[config.mk]
export PLATFORM = sky130hd
export DESIGN_NAME = spi_char_receiver
export DESIGN_NICKNAME = d
export VERILOG_FILES = /design/src/rtl/lcd_pkg.sv /design/src/rtl/spi_char_receiver_sync_edge.sv /design/src/rtl/spi_char_receiver.sv
export SDC_FILE = /design/constraint.sdc
export NUM_CORES = 1
export LEC_CHECK = 0
export BUFFER_PORTS_ARGS = -buffer_cell sky130_fd_sc_hd__buf_2
export CAP_MARGIN = 40
export CORE_AREA = 2 2 82 84
export DETAILED_ROUTE_END_ITERATION = 7
export DIE_AREA = 0 0 84 86
export GPL_TIMING_DRIVEN = 0
export PLACE_DENSITY_LB_ADDON = 0.1
export SLEW_MARGIN = 10
export SYNTH_ARGS = -nofsm -noshare
export SYNTH_HDL_FRONTEND = slang
export SYNTH_SLANG_ARGS = --single-unit
export TNS_END_PERCENT = 30
[constraint.sdc]
create_clock -name clk -period 2.85 [get_ports clk]
set_clock_uncertainty 0.2 [all_clocks]
set_input_delay 0.285 -clock clk [delete_from_list [all_inputs] [get_ports clk]]
set_output_delay 0.285 -clock clk [all_outputs]
set_load 0.01 [all_outputs]
[src/rtl/lcd_pkg.sv]
// Shared types and constants for the LCD display path.
// Holds the SPI receiver state type, frame size and ASCII range bounds.
package lcd_pkg;

  typedef enum logic [1:0] {
    rx_idle    = 2'd0,
    rx_receive = 2'd1,
    rx_check   = 2'd2
  } spi_rx_statetype;

  localparam int SPI_FRAME_BITS = 16;

  localparam logic [7:0] ASCII_PRINT_MIN = 8'h20;
  localparam logic [7:0] ASCII_PRINT_MAX = 8'h7E;
  localparam logic [7:0] ASCII_DIGIT_MIN = 8'h30;
  localparam logic [7:0] ASCII_DIGIT_MAX = 8'h39;

  function automatic logic in_range(input logic [7:0] v, input logic [7:0] lo,
                                    input logic [7:0] hi);
    return (v >= lo) && (v <= hi);
  endfunction

  function automatic logic is_print(input logic [7:0] v);
    return in_range(v, ASCII_PRINT_MIN, ASCII_PRINT_MAX);
  endfunction

  function automatic logic is_digit(input logic [7:0] v);
    return in_range(v, ASCII_DIGIT_MIN, ASCII_DIGIT_MAX);
  endfunction

endpackage

[src/rtl/spi_char_receiver_sync_edge.sv]
// N-flop synchronizer with configurable reset value, producing the synchronized
// level plus one-cycle rise/fall strobes.
module sync_edge #(
  parameter int   N         = 2,
  parameter logic RESET_VAL = 1'b0
) (
  input  logic clk,
  input  logic rst_n,
  input  logic d_i,
  output logic level_o,
  output logic rise_o,
  output logic fall_o
);

  logic [N-1:0] sync_q;
  logic         prev_q;
  logic [N:0]   fill_q;
  logic         armed;

  // Strobes stay quiet until the chain and prev flop hold real samples, so the
  // reset value can never masquerade as an edge after reset release.
  always_ff @(posedge clk or negedge rst_n) begin
    if (!rst_n) begin
      sync_q <= {N{RESET_VAL}};
      prev_q <= RESET_VAL;
      fill_q <= '0;
    end else begin
      sync_q <= {sync_q[N-2:0], d_i};
      prev_q <= sync_q[N-1];
      fill_q <= {fill_q[N-1:0], 1'b1};
    end
  end

  assign armed   = fill_q[N];
  assign level_o = sync_q[N-1];
  assign rise_o  = armed & sync_q[N-1] & ~prev_q;
  assign fall_o  = armed & ~sync_q[N-1] & prev_q;

endmodule

[src/rtl/spi_char_receiver.sv]
// Two-byte SPI (mode 0) frame receiver feeding the LCD controller: letter, number.
// Optional printable/digit filter enabled by defining SPI_CHAR_FILTER_EN.
module spi_char_receiver
  import lcd_pkg::*;
#(
  parameter int SYNC_STAGES = 2  // legal range 2..3
) (
  input  logic       clk,
  input  logic       reset,
  input  logic       sck,
  input  logic       cs_n,
  input  logic       mosi,
  output logic [7:0] letter,
  output logic [7:0] number,
  output logic       new_SPI,
  output logic       frame_err,
  output logic [4:0] rx_dbg_o
);

  localparam logic [4:0] FRAME_CNT = 5'(SPI_FRAME_BITS);
  localparam logic [4:0] CNT_MAX   = 5'd31;

  logic sck_lvl, sck_rise, sck_fall;
  logic cs_lvl, cs_rise, cs_fall;
  logic mosi_s;
  logic [SYNC_STAGES-1:0] mosi_sync_q;

  spi_rx_statetype state_q, state_d;
  logic [15:0] shreg_q, shreg_d;
  logic [4:0]  cnt_q, cnt_d;
  logic [7:0]  letter_q, letter_d;
  logic [7:0]  number_q, number_d;
  logic        new_q, new_d;
  logic        err_q, err_d;
  logic        pend_q, pend_d;
  logic        filter_ok;
  logic        frame_ok;

  sync_edge #(.N(SYNC_STAGES), .RESET_VAL(1'b0)) u_sck_sync (
    .clk     (clk),
    .rst_n   (reset),
    .d_i     (sck),
    .level_o (sck_lvl),
    .rise_o  (sck_rise),
    .fall_o  (sck_fall)
  );

  sync_edge #(.N(SYNC_STAGES), .RESET_VAL(1'b1)) u_cs_sync (
    .clk     (clk),
    .rst_n   (reset),
    .d_i     (cs_n),
    .level_o (cs_lvl),
    .rise_o  (cs_rise),
    .fall_o  (cs_fall)
  );

  // Same depth as the sck level path so mosi_s is the value present at the sck rise.
  always_ff @(posedge clk or negedge reset) begin
    if (!reset) mosi_sync_q <= '0;
    else        mosi_sync_q <= {mosi_sync_q[SYNC_STAGES-2:0], mosi};
  end
  assign mosi_s = mosi_sync_q[SYNC_STAGES-1];

`ifdef SPI_CHAR_FILTER_EN
  assign filter_ok = is_print(shreg_q[15:8]) && is_digit(shreg_q[7:0]);
`else
  assign filter_ok = 1'b1;
`endif

  assign frame_ok = (cnt_q == FRAME_CNT) && filter_ok;

  always_comb begin
    state_d  = state_q;
    shreg_d  = shreg_q;
    cnt_d    = cnt_q;
    letter_d = letter_q;
    number_d = number_q;
    pend_d   = pend_q;
    new_d    = 1'b0;
    err_d    = 1'b0;
    case (state_q)
      rx_idle: begin
        pend_d = 1'b0;
        if (cs_fall || pend_q) begin
          shreg_d = '0;
          cnt_d   = '0;
          state_d = rx_receive;
        end
      end
      rx_receive: begin
        // A shift coinciding with cs_n rise still lands before CHECK evaluates.
        if (sck_rise) begin
          shreg_d = {shreg_q[14:0], mosi_s};
          if (cnt_q != CNT_MAX) cnt_d = cnt_q + 5'd1;
        end
        if (cs_rise) state_d = rx_check;
      end
      rx_check: begin
        state_d = rx_idle;
        if (cs_fall) pend_d = 1'b1;
        if (frame_ok) begin
          letter_d = shreg_q[15:8];
          number_d = shreg_q[7:0];
          new_d    = 1'b1;
        end else begin
          err_d    = 1'b1;
        end
      end
      default: state_d = rx_idle;
    endcase
  end

  always_ff @(posedge clk or negedge reset) begin
    if (!reset) begin
      state_q  <= rx_idle;
      shreg_q  <= '0;
      cnt_q    <= '0;
      letter_q <= '0;
      number_q <= '0;
      new_q    <= 1'b0;
      err_q    <= 1'b0;
      pend_q   <= 1'b0;
    end else begin
      state_q  <= state_d;
      shreg_q  <= shreg_d;
      cnt_q    <= cnt_d;
      letter_q <= letter_d;
      number_q <= number_d;
      new_q    <= new_d;
      err_q    <= err_d;
      pend_q   <= pend_d;
    end
  end

  assign letter    = letter_q;
  assign number    = number_q;
  assign new_SPI   = new_q;
  assign frame_err = err_q;
  assign rx_dbg_o  = {2'(state_q), cs_lvl, sck_lvl, sck_fall};

endmodule
==> summary.md <==
| Metric | Value |
|---|---|
| Cell Area, Synth | `approximately 2200 um^2` |
| Minimum clock period | `2.170 ns` |
| Reg area | `between 1000 and 1500 um^2` |
| Worst Path Max Fanout | `9` |
| Area grow syn2layout | `17.23%` |
| Min-Delay Startpoint | `u_cs_sync.fill_q[1]$_DFF_PN0_` |
| Pint | `between 1 and 1.5 mW` |
| Outcome | `finished, final reports clean` |
| Combinational power share | `13.5%` |
| First-pass GRT wire length | `between 6000 and 7000 um` |
| CP max stage delay | `about 0.48 ns` |
| Final setup vio count | `0` |
| Skew-Pair Late Insertion Delay | `0.30 ns` |
| Pin count of the biggest net entering global routing | `35` |
| Layout cell share with drive strength beyond 1 | `roughly a third` |
| Net Count, Synth | `roughly 170` |
| Root Buffer | `clkbuf_8` |
| Multi-input gate area | `~750 um^2` |
| Die Footprint | `~7200 um^2` |
| WL final | `3892 um` |
| Critical path class | `flop to flop` |
| Crit-path cells | `ha_1 -> and3_1 -> ha_1 -> nand4bb_1 -> buf_2 -> or4_1 -> o211ai_1` |
| DRC | `0` |
| Critical R2R Capture | `cnt_q[3]$_DFFE_PN0P_` |
| ANT cells | `0` |
| Yosys cell types | `34` |
| Core footprint | `roughly 6300 um^2` |
| Leak Pwr | `1.300 nW` |
| Die height | `around 86 um` |
| Synth Warn # | `0` |
| Fillers | `slightly above 600` |
| Worst IR Drop VDD | `approximately 0.21 mV` |
| Mapped Cells | `159` |
| CTS clk-pin slew, worst paths | `around 0.09 ns` |
| Crit end category | `flop` |
| Placed cell area | `between 2000 and 2500 um^2` |
| Crit path to | `cnt_q[3]$_DFFE_PN0P_` |
| H-Tree Level Count | `2` |
| Initial antenna violation count | `0` |
| Max Clock Freq | `~460 MHz` |
| Non-filler cells in the finished layout | `between 200 and 300` |
| Count of flip-flops with a built-in enable after synthesis | `0` |
| Power Density | `around 560 nW/um^2` |
| CTS tree | `built` |
| GP Congestion | `roughly 0.74` |
| NetSw | `0.3812 mW` |
| Postcts setup bufs | `0` |
| Vias in the first global route | `1330` |
| Reg2reg path depth | `7` |
| WP data required | `roughly 2.9 ns` |
| Number of hold violations in the final report | `0` |
| Total power | `between 1 and 1.5 mW` |
| Setup TNS Final | `0 ns` |
| Reg power frac | `between 50% and 60%` |
| Vias | `~1300` |
| CP dominant cell by count | `ha_1` |
| Sw Ratio | `a little over a quarter` |
| Reg-to-Reg Start | `cnt_q[0]$_DFFE_PN0P_` |
| Unrepaired setup endpoints after global routing | `no` |
| Critical Path Source | `cnt_q[0]$_DFFE_PN0P_` |
| First drt pass iteration count | `4` |
| FF+latch count, synth | `53` |
| Placed instance count | `~260` |
| Most frequent cells in the layout | `dfrtp_1, buf_2, o21ai_0` |
| GR Overflow Total | `0` |
| Nets@finish | `206` |
| Commonest non-fill, non-tap cell in the layout | `dfrtp_1` |
| Setup crit start kind | `flop` |
| Post-DR vias/cell | `4.783` |
| Arr. time, crit path | `around 2.2 ns` |
| Sequential area share after synthesis | `61.06%` |
| # rows | `29` |
| Die W | `roughly 84 um` |
| Post-DP HPWL | `2682 um` |
| CTS max path bufs | `2` |
| # clock sinks | `53` |
| Fin crit share | `about three quarters` |
| Clock share of power | `~29%` |
| Initial DRC count | `68` |
| Slew Viols, Final | `0` |
| Drt wl/cell | `approximately 14 um` |
| Worst min path class | `flop to flop` |
| GRT Util Overall | `roughly an eighth` |
| Detail Route Antenna Nets | `0` |
| Cts bufs inserted | `5` |
| Slowest library cell on the worst path | `or4_1` |
| Post-synth ARST share | `100.0%` |
| Max Cap Violations | `0` |
| Io pins | `28` |
| Syn_area_per_cell | `13.70 um^2` |
| Setup slack, reg-to-reg | `roughly 0.7 ns` |
| Post-route cell area | `between 2000 and 3000 um^2` |
| Initial Util | `between 30% and 40%` |
| Port Buffer Count | `27` |
| Post-synth top flop | `dfrtp_1` |
[timing repair]
item	CTS	global route
hold buffers	4	0
resized for setup	0	0
endpoints found under the hold margin	19	0
[routing by layer]
metal | up-vias | routed length [um] | global-route usage, %
met5 | - | 0 | 0
met2 | 22 | 1710 | 17.67
met4 | 0 | 24 | 3.519
met1 | 642 | 2015 | 16.64
li1 | 654 | - | -
met3 | 2 | 141 | 3.369
[stage by stage]
| step | utilization, % | setup slack, ns | hold WS (ns) |
|---|---|---|---|
| after global routing | 40.68 | 0.5637 | 0.1640 |
| after detailed placement | 38.71 | 0.7234 | 0.06832 |
| after CTS | 40.68 | 0.6748 | 0.1572 |
| after floorplan | - | 0.8152 | -0.2106 |
| after global placement | 38.39 | 0.6999 | 0.1342 |
| final | 40.68 | 0.6800 | 0.1538 |
[worst min-delay path by stage]
stage	end	cells past startpoint
after floorplan	cnt_q[0]$_DFFE_PN0P_	0
after global placement	mosi_sync_q[1]$_DFF_PN0_	0
after detailed placement	frame_err$_DFF_PN0_	1
after CTS	u_cs_sync.fill_q[2]$_DFF_PN0_	0
after global routing	u_sck_sync.sync_q[1]$_DFF_PN0_	0
final	u_cs_sync.fill_q[2]$_DFF_PN0_	0
[Yosys cell counts (3+ instances only)]
cell type | number | area, um^2
mux2_2 | 7 | 78.83
dfrtp_1 | 50 | 1251
o2bb2ai_1 | 18 | 157.7
buf_4 | 4 | 30.03
nor2_1 | 3 | 11.26
ha_1 | 3 | 37.54
inv_1 | 5 | 18.77
mux2_4 | 9 | 135.1
dfstp_2 | 3 | 78.83
o21ai_0 | 20 | 100.1
buf_2 | 4 | 20.02
[worst max-delay path, delay by kind of cell, from the launching register on]
kind	cells	cell delay, ns
simple gates	3	0.80
fa+ha+maj	2	0.40
flops	1	0.43
buf+inv	1	0.18
compound gates	1	0.09
[power by group through the flow]
| stage | logic, mW | clock network [mW] | registers (mW) |
|---|---|---|---|
| finish | 0.192 | 0.406 | 0.824 |
| global route | 0.218 | 0.467 | 0.831 |
| CTS | 0.196 | 0.433 | 0.824 |
| detailed placement | 0.191 | 0 | 0.837 |
| global placement | 0.185 | 0 | 0.836 |
| floorplan | 0.127 | 0 | 0.833 |
[final cells by class]
cell class	count	area share, %
Timing Repair Buffer	32	7.643
Inverter	5	0.7349
Clock inverter	1	0.2940
Clock buffer	7	2.989
Buffer	12	3.136
Multi-Input combinational cell	89	29.35
Tap cell	77	3.773
Sequential cell	53	52.08
[cell families (layout without fill, tap and decap cells)]
kind of cell,Yosys count,after routing,share of synthesized area [%]
flops,53,53,61.06
compound gates,47,47,14.88
simple gates,22,22,7.811
buf+inv,17,57,4.538
mux,16,16,9.822
fa+ha+maj,3,3,1.723
other cells,1,1,0.1721
[sequential cells by signal, summed over array words and instances (netlist names)]
name	flops
shreg_q	16
letter	8
number	8
cnt_q	5
u_cs_sync.fill_q	3
mosi_sync_q	2
state_q	2
u_cs_sync.sync_q	2
u_sck_sync.sync_q	2
frame_err	1
new_SPI	1
pend_q	1
u_cs_sync.prev_q	1
u_sck_sync.prev_q	1
No activity file was read; power rests on OpenSTA's default activity.
